[src/rtl/rv32i_types.sv]
// Shared RV32I datapath types plus the writeback arbiter's default sizing.
package rv32i_types;

  typedef logic [31:0] rv32i_word;
  typedef logic [4:0]  rv32i_reg;

  // One regfile write request; used by both requesters and FIFO entries.
  typedef struct packed {
    logic      load;
    rv32i_reg  rd;
    rv32i_word data;
  } wb_req_t;

  typedef enum logic [1:0] {
    GRANT_NONE,
    GRANT_PIPE,
    GRANT_FIFO
  } wb_grant_t;

  localparam int WB_STARVE_LIMIT = 4;
  localparam int WB_FIFO_DEPTH   = 2;

endpackage

[src/rtl/wb_result_fifo.sv]
// Small circular buffer holding MDU results until they win a regfile write slot.
module wb_result_fifo
  import rv32i_types::*;
#(
  parameter int DEPTH = WB_FIFO_DEPTH
) (
  input  logic    clk,
  input  logic    rst,
  input  logic    push,
  input  wb_req_t push_entry,
  input  logic    pop,
  output logic    full,
  output logic    empty,
  output wb_req_t head
);

  localparam int PTR_W = (DEPTH > 1) ? $clog2(DEPTH) : 1;
  localparam int CNT_W = $clog2(DEPTH + 1);

  wb_req_t          mem [DEPTH];
  logic [PTR_W-1:0] rd_ptr;
  logic [PTR_W-1:0] wr_ptr;
  logic [CNT_W-1:0] count;
  logic             do_push;
  logic             do_pop;

  function automatic logic [PTR_W-1:0] bump(input logic [PTR_W-1:0] p);
    return (p == PTR_W'(DEPTH - 1)) ? '0 : p + PTR_W'(1);
  endfunction

  // A push into a full buffer is refused even if the head leaves this cycle.
  assign full    = (count == CNT_W'(DEPTH));
  assign empty   = (count == '0);
  assign do_push = push && !full;
  assign do_pop  = pop && !empty;
  assign head    = mem[rd_ptr];

  always_ff @(posedge clk) begin
    if (!rst) begin
      rd_ptr <= '0;
      wr_ptr <= '0;
      count  <= '0;
    end else begin
      if (do_push) wr_ptr <= bump(wr_ptr);
      if (do_pop)  rd_ptr <= bump(rd_ptr);
      case ({do_push, do_pop})
        2'b10:   count <= count + CNT_W'(1);
        2'b01:   count <= count - CNT_W'(1);
        default: ;
      endcase
    end
  end

  always_ff @(posedge clk) begin
    if (do_push) mem[wr_ptr] <= push_entry;
  end

endmodule

[src/rtl/wb_port_arbiter.sv]
// Shares the single regfile write port between the WB stage and buffered MDU
// results, forcing a one-cycle pipeline stall when a result waits too long.
module wb_port_arbiter
  import rv32i_types::*;
#(
  parameter int STARVE_LIMIT = WB_STARVE_LIMIT,
  parameter int FIFO_DEPTH   = WB_FIFO_DEPTH
) (
  input  logic        clk,
  input  logic        rst,
  input  logic        wb_load,
  input  logic [4:0]  wb_rd,
  input  logic [31:0] wb_data,
  input  logic        mdu_issue,
  input  logic [4:0]  mdu_issue_rd,
  input  logic        mdu_valid,
  input  logic [4:0]  mdu_rd,
  input  logic [31:0] mdu_data,
  output logic        mdu_ready,
  output logic        stall_wb,
  output logic        rf_load,
  output logic [4:0]  rf_rd,
  output logic [31:0] rf_data,
  output logic [31:0] pending
);

  localparam int STARVE_W = $clog2(STARVE_LIMIT + 1);

  wb_req_t             pipe_req;
  wb_req_t             mdu_req;
  wb_req_t             fifo_head;
  logic                fifo_full;
  logic                fifo_empty;
  logic                fifo_push;
  logic                fifo_pop;
  wb_grant_t           grant;
  logic [STARVE_W-1:0] starve_cnt;
  logic [STARVE_W-1:0] starve_next;
  logic                stall_next;
  logic [31:0]         pending_next;

  assign pipe_req  = '{load: wb_load, rd: wb_rd, data: wb_data};
  assign mdu_req   = '{load: 1'b1, rd: mdu_rd, data: mdu_data};
  assign mdu_ready = rst && !fifo_full;
  assign fifo_push = mdu_valid && mdu_ready && (mdu_rd != '0);
  assign fifo_pop  = (grant == GRANT_FIFO);

  wb_result_fifo #(
    .DEPTH(FIFO_DEPTH)
  ) u_fifo (
    .clk       (clk),
    .rst       (rst),
    .push      (fifo_push),
    .push_entry(mdu_req),
    .pop       (fifo_pop),
    .full      (fifo_full),
    .empty     (fifo_empty),
    .head      (fifo_head)
  );

  // During a forced stall the pipeline request is ignored; it is re-presented next cycle.
  always_comb begin
    grant = GRANT_NONE;
    if (rst) begin
      if (stall_wb && !fifo_empty)
        grant = GRANT_FIFO;
      else if (!stall_wb && pipe_req.load && (pipe_req.rd != '0))
        grant = GRANT_PIPE;
      else if (!fifo_empty)
        grant = GRANT_FIFO;
    end
  end

  always_comb begin
    rf_load = 1'b0;
    rf_rd   = '0;
    rf_data = '0;
    case (grant)
      GRANT_PIPE: begin
        rf_load = 1'b1;
        rf_rd   = pipe_req.rd;
        rf_data = pipe_req.data;
      end
      GRANT_FIFO: begin
        rf_load = fifo_head.load;
        rf_rd   = fifo_head.rd;
        rf_data = fifo_head.data;
      end
      default: ;
    endcase
  end

  always_comb begin
    starve_next = starve_cnt;
    if (fifo_empty || (grant == GRANT_FIFO))
      starve_next = '0;
    else if (starve_cnt < STARVE_W'(STARVE_LIMIT))
      starve_next = starve_cnt + STARVE_W'(1);
    stall_next = (starve_next == STARVE_W'(STARVE_LIMIT)) && !stall_wb;
  end

  // A new issue to the same register outranks the retiring result.
  always_comb begin
    pending_next = pending;
    if (grant == GRANT_FIFO) pending_next[fifo_head.rd] = 1'b0;
    if (mdu_issue)           pending_next[mdu_issue_rd] = 1'b1;
    pending_next[0] = 1'b0;
  end

  always_ff @(posedge clk) begin
    if (!rst) begin
      starve_cnt <= '0;
      stall_wb   <= 1'b0;
      pending    <= '0;
    end else begin
      starve_cnt <= starve_next;
      stall_wb   <= stall_next;
      pending    <= pending_next;
    end
  end

endmodule

[config.mk]
export PLATFORM = sky130hd
export DESIGN_NAME = wb_port_arbiter
export DESIGN_NICKNAME = d
export VERILOG_FILES = /design/src/rtl/rv32i_types.sv /design/src/rtl/wb_result_fifo.sv /design/src/rtl/wb_port_arbiter.sv
export SDC_FILE = /design/constraint.sdc
export NUM_CORES = 1
export LEC_CHECK = 0
export CAP_MARGIN = 10
export CORE_UTILIZATION = 29
export DETAILED_ROUTE_END_ITERATION = 10
export PLACE_DENSITY = 0.62
export SYNTH_ARGS = -nofsm -noshare
export SYNTH_HDL_FRONTEND = slang
export SYNTH_SLANG_ARGS = --single-unit
[constraint.sdc]
create_clock -name clk -period 4.1 [get_ports clk]
set_clock_uncertainty 0.05 [all_clocks]
set_input_delay 1.23 -clock clk [delete_from_list [all_inputs] [get_ports clk]]
set_output_delay 1.23 -clock clk [all_outputs]
set_load 0.02 [all_outputs]
== Word level (Yosys, flattened, before mapping) ==
Memory sizes are Yosys's and may differ from the RTL's. A register that Yosys moved wholly into a read port is not among the register bits.
Index checks and enable logic that the tools add are counted.

* Register bits after elaboration: 40
* Memories kept: 1
* Logic and storage cells: 68
* Bits in writable memories: 74
* Output and inout port bits: 72

{| class="wikitable"
|+ Memories
! name !! words !! width !! read ports !! clocked after Yosys merged registers in !! write ports !! RTL line !! RTL
|-
| u_fifo.mem || 2 || 37 || 1 || 1 || 1 || wb_result_fifo.sv:20 || <nowiki>wb_req_t mem [DEPTH];</nowiki>
|}

* Mux-type cells: 22
* Magnitude comparators: 5
* Bitwise gates (word level): 3
* Add/sub/neg operators: 5
* Equality and inequality tests: 6
* Reductions and logical operators: 19

{| class="wikitable"
|+ Operators with widths
! cell !! count
|-
| 2-to-1 mux 32 bit || 2
|-
| one-hot mux 32 bit (2 select lines) || 1
|-
| bitwise AND 32 bit || 1
|-
| NOT 32 bit || 1
|-
| OR 32 bit || 1
|-
| < comparator 5 x 6 -> 1 bit (second input constant) || 2
|-
| logical AND 1 bit || 11
|-
| demux 1 bit (select 5 bit) || 2
|-
| greater-or-equal comparator 5 x 1 -> 1 bit (second input constant) || 2
|-
| one-hot mux 5 bit (2 select lines) || 1
|-
| nonzero test 5 bit || 2
|-
| 2-to-1 mux 1 bit || 8
|-
| 2-to-1 mux 2 bit || 4
|-
| equality test 2 bit (second input constant) || 3
|-
| 2-to-1 mux 3 bit || 2
|-
| equality test 2 x 1 -> 1 bit (second input constant) || 2
|-
| one-hot mux 2 bit (2 select lines) || 1
|-
| adder 3 x 1 -> 3 bit (second input constant) || 1
|-
| equality test 3 bit (second input constant) || 1
|-
| logical NOT 1 bit || 3
|-
| < comparator 3 bit (second input constant) || 1
|-
| adder 1 bit (second input constant) || 2
|-
| adder 2 x 1 -> 2 bit (second input constant) || 1
|-
| logical NOT 2 bit || 1
|-
| other kinds (4) || 4
|}

== Logic depth before layout (Yosys ltp) ==
Gate-level depths: netlist of the first run.

* Depth in word-level cells: 11
* Gate-level depth with buffers: 11
* Depth with buffers taken out: 10

== Modules after synthesis ==
From an unflattened synthesis of the first run, not the netlist that was laid out.

* Cell total of the unflattened synthesis: 398
* Area total of the unflattened synthesis: 5099.9 um^2

{| class="wikitable"
|+ By module, submodules not included
! module !! instances !! cells each !! area an instance (um^2)
|-
| wb_result_fifo || 1 || 144 || 2966.6
|-
| wb_port_arbiter || 1 || 254 || 2133.3
|}

== Worst setup path after synthesis of the first run ==
No wires, ideal clock.

* Path kind: input to output
* Start point: input port wb_rd[1]
* End point: output port rf_data[0]
* Cell stages on the path: 10
* Arrival time: 3270 ps
* Path slack: -450 ps
* Data required time: 2820 ps
* Cell sequence: or4_1 nor2_1 nor3b_1 nor2_1 ha_1 buf_2 clkbuf_1 clkbuf_1 a22oi_1 nor2_1

* Longest elaborated chain between the ends: 7
* Elaborated cells on any way between the ends: 8
* Those cells by class: eq/ne: 2; mux: 4; reduce/logical: 2

{| class="wikitable"
|+ RTL lines
! what !! RTL line !! RTL
|-
| start, declared || wb_port_arbiter.sv:12 || <nowiki>input logic [4:0] wb_rd,</nowiki>
|-
| nonzero test 5 bit (*) || wb_port_arbiter.sv:67 || <nowiki>else if (!stall_wb && pipe_req.load && (pipe_req.rd != '0))</nowiki>
|-
| logical AND 1 bit (*) || wb_port_arbiter.sv:67 ||
|-
| 2-to-1 mux 2 bit (*) || wb_port_arbiter.sv:67 ||
|-
| 2-to-1 mux 2 bit (*) || wb_port_arbiter.sv:65 || <nowiki>if (stall_wb && !fifo_empty)</nowiki>
|-
| 2-to-1 mux 2 bit (*) || wb_port_arbiter.sv:64 || <nowiki>if (rst) begin</nowiki>
|-
| equality test 2 bit / equality test 2 x 1 -> 1 bit (equally long branches) || wb_port_arbiter.sv:78 || <nowiki>case (grant)</nowiki>
|-
| one-hot mux 32 bit (2 select lines) (*) || wb_port_arbiter.sv:78 ||
|-
| end, declared || wb_port_arbiter.sv:23 || <nowiki>output logic [31:0] rf_data,</nowiki>
|}

Mark *: on every way between the ends. The rest lies on a longest branch, timed or not.

== Worst setup path in the final report of the first run ==
* Start point: input port wb_rd[2]
* End point: output port rf_rd[4]

* Longest elaborated chain between the ends: 7
* Elaborated cells on any way between the ends: 8
* Those cells by class: eq/ne: 2; mux: 4; reduce/logical: 2

{| class="wikitable"
|+ RTL lines
! what !! RTL line !! RTL
|-
| nonzero test 5 bit (*) || wb_port_arbiter.sv:67 ||
|-
| logical AND 1 bit (*) || wb_port_arbiter.sv:67 ||
|-
| 2-to-1 mux 2 bit (*) || wb_port_arbiter.sv:67 ||
|-
| 2-to-1 mux 2 bit (*) || wb_port_arbiter.sv:65 ||
|-
| 2-to-1 mux 2 bit (*) || wb_port_arbiter.sv:64 ||
|-
| equality test 2 bit / equality test 2 x 1 -> 1 bit (equally long branches) || wb_port_arbiter.sv:78 ||
|-
| one-hot mux 5 bit (2 select lines) (*) || wb_port_arbiter.sv:78 ||
|-
| end, declared || wb_port_arbiter.sv:22 || <nowiki>output logic [4:0] rf_rd,</nowiki>
|}

Marked as above.

==> impl_metrics.json, run 1 <==
{
  "hpwl_um": 10200,
  "drtIter0Drc": 199,
  "synth_top_area_cell": "edfxtp_1",
  "dieHeight_um": 134,
  "grt_pass1_wl_um": 22300,
  "fillers": 1460,
  "synth.area.top_cells": "edfxtp_1, dfxtp_1, mux2_2, a22oi_1, a32o_1",
  "drt-pass1-iter-count": 4,
  "nNetsFinal": 679,
  "ys.flop_type": "edfxtp_1",
  "yosys_warnings": 0,
  "yosys.area.top_type_share_pct": 44.1,
  "clock_path_buffers": 2,
  "htreeDepth": 4,
  "ys_seq_area_share_pct": 60.0,
  "min_path_type": "reg -> reg",
  "yosys.cell_types.count": 41,
  "hold_ws_ns": 0.454,
  "place_congestion": 0.855,
  "fmax_mhz": 226,
  "ir_worst_vdd_mv": 0.294,
  "initial_core_util_pct": 30.1,
  "antenna_cells": 0,
  "pin_count": 156,
  "rsz0062_at_grt": "yes",
  "drv_slew": 0,
  "critPathMaxStageDelay_ns": 0.56,
  "worstMarginPinSlew_ns": 0.680,
  "antenna_left": 0,
  "cp_max_fo": 7,
  "drive_gt1_share_pct": 39.6,
  "synthesis.nets": 496,
  "instances_no_fill": 824,
  "root_buffer": "clkbuf_16",
  "final_area_um2": 8220,
  "power.density_nw_per_um2": 391,
  "crit_chain": "buf_6, or4_4, nor2_4, nor3b_4, or2_1, ha_4, buf_4, a22oi_2, nor2_4, buf_6",
  "setup_viol": 38,
  "portBuffers": 154,
  "clk_latency_ns": 0.41,
  "cts_tree": "done",
  "cp-end-kind": "output pin",
  "async_flop_share_pct": 0,
  "rows": 47,
  "postCtsHoldBufs": 0,
  "core_um2": 16800,
  "grt_pass1_vias": 4249,
  "period_share_pct": 108,
  "critPathArrivalTime_ns": 3.14,
  "drt-total-wl_um": 14400,
  "synth.avg_cell_area_um2": 12.3,
  "synth-seq-cells": 114,
  "place_area_um2": 7430,
  "synth_edf_count": 74,
  "routedWlPerCell_um": 17.4,
  "clock-sinks": 114,
  "finalHoldViolations": 0,
  "cp_data_required_time_ns": 2.82,
  "grt_max_degree": 42,
  "fin_ws_ns": -0.316,
  "max_slew_margin_pct": 54.5,
  "dp.cells": 788,
  "viasPerCell": 4.90,
  "vias": 4038,
  "synthCells": 408,
  "areaGrowthSynthToFinish_pct": 63.1,
  "syn_area_um2": 5040,
  "maxCapViolations": 0,
  "fin_crit_ns": 4.42,
  "fp.dieArea_um2": 17900,
  "antenna_found_initial": 1,
  "status": "complete, but fails checks",
  "critPathSlowestCell": "or4_4",
  "clkTransAtPathRegs_ns": 0.05,
  "synthTopCellsByCount": "edfxtp_1, nor2_1, nand2_1",
  "grt_overflow_total": 0,
  "fin_util_pct": 49.0,
  "synth.most_common_cell": "edfxtp_1",
  "cts_buffers": 17,
  "place_ws_ns": -1.09,
  "dieWidth_um": 134,
  "track_usage_pct": 16.4,
  "drc": 0,
  "start_kind": "input port",
  "setup.worst_path.class": "in -> out",
  "failed_checks": "negative setup slack",
  "leakage_nw": 2.71
}
## worst max-delay path: cells and delay by family
family	cells	cell delay (ns)
simple gates	5	1.07
buf+inv	3	0.38
fa+ha+maj	1	0.24
compound gates	1	0.20
## placed cells by master (no fill, tap or decap), types with 2 or more instances in the layout
cell type        synthesis  final
a32o_1                  27     27
buf_2                    3      7
a21boi_0                 2      2
a22oi_2                  0     37
and2_1                   3      2
clkinv_4                 0      2
clkdlybuf4s50_1          0    111
nor2b_1                  7      7
ha_1                     4      2
buf_4                    4     20
bufinv_16                0      4
o32ai_2                  3      3
nand2b_1                14     14
buf_12                   0      8
ha_4                     0      2
o22ai_1                  4      4
buf_6                    0     40
xnor2_1                  3      3
clkbuf_16                0     17
nand2_1                 43     43
nor2_1                  49      9
mux2_2                  35     35
o22ai_2                  5      5
clkinvlp_4               0      4
edfxtp_1                74     74
inv_1                    5      4
nor2_2                   0     17
o21ai_0                  2      2
clkinv_2                 0      3
dfxtp_1                 40     39
nor3_1                   5      5
nor2_4                   0     23
mux2i_1                  2      2
## flip-flops by register name, summed over array words and instances (netlist names), named ones only
name           flops
u_fifo.rd_ptr      1
stall_wb           1
pending           31
u_fifo.mem        74
u_fifo.count       2
starve_cnt         3
u_fifo.wr_ptr      1
## layer usage
metal	GRT usage, %	vias to the layer above	wire [um]
met5	0	-	0
met4	7.01	0	270
met3	5.29	22	1080
met2	26.7	151	6700
met1	20.0	1946	6300
li1	-	1919	-
## worst paths after layout
kind	start	end	slack, ns	cells after the start
min	pending[29]$_SDFF_PN0_	pending[29]$_SDFF_PN0_	0.45	2
max reg2reg	u_fifo.count[0]$_SDFFE_PN0P_	u_fifo.count[1]$_SDFFE_PN0P_	1.49	9
min reg2reg	pending[29]$_SDFF_PN0_	pending[29]$_SDFF_PN0_	0.45	2
max	wb_rd[2]	rf_rd[4]	-0.32	10
## stage by stage
step	total power, mW	setup TNS (ns)
2_1_floorplan	1.50	-29.04
3_3_place_gp	1.68	-41.29
3_5_place_dp	1.69	-43.83
4_1_cts	3.24	-10.51
5_1_grt	3.32	-13.16
6_report	3.21	-11.14
## area by class of cell
type                    instances  area (um2)  area share, %
inverters                       5        22.5          0.274
repair buffers                189        1950           23.7
clock buffers                  18         429           5.22
clock inverters                14         188           2.28
flip-flops and latches        114        3020           36.8
multi-input cells             264        2330           28.3
well taps                     220         275           3.35
## cell families after synthesis
logic type	synth area share, %
buf+inv	2.61
other cells	0.0744
xor+xnor	0.696
simple gates	12.1
compound gates	15.3
fa+ha+maj	0.994
mux	8.22
flops	60.0
## power breakdown
part           total, mW  internal [mW]  switching (mW)  leakage [nW]
sequential          1.29           1.27          0.0177          1.00
clock               1.53           1.01           0.514         0.294
combinational      0.398          0.205           0.193          1.41
## what timing repair did
| item | CTS | global route |
|---|---|---|
| cloned | 1 | 0 |
| resized for setup | 251 | 15 |
| pin swaps | 51 | 31 |
| setup buffers | 3 | 0 |
| endpoints found under the setup margin | 39 | 39 |
(Power assumes the default switching activity.)
==> run 2, diff against run 1 <==
Settings changed: SLEW_MARGIN set to 20.
==> results of run 2 <==
The final DEF is identical to that of run 1; final timing and power are the same.
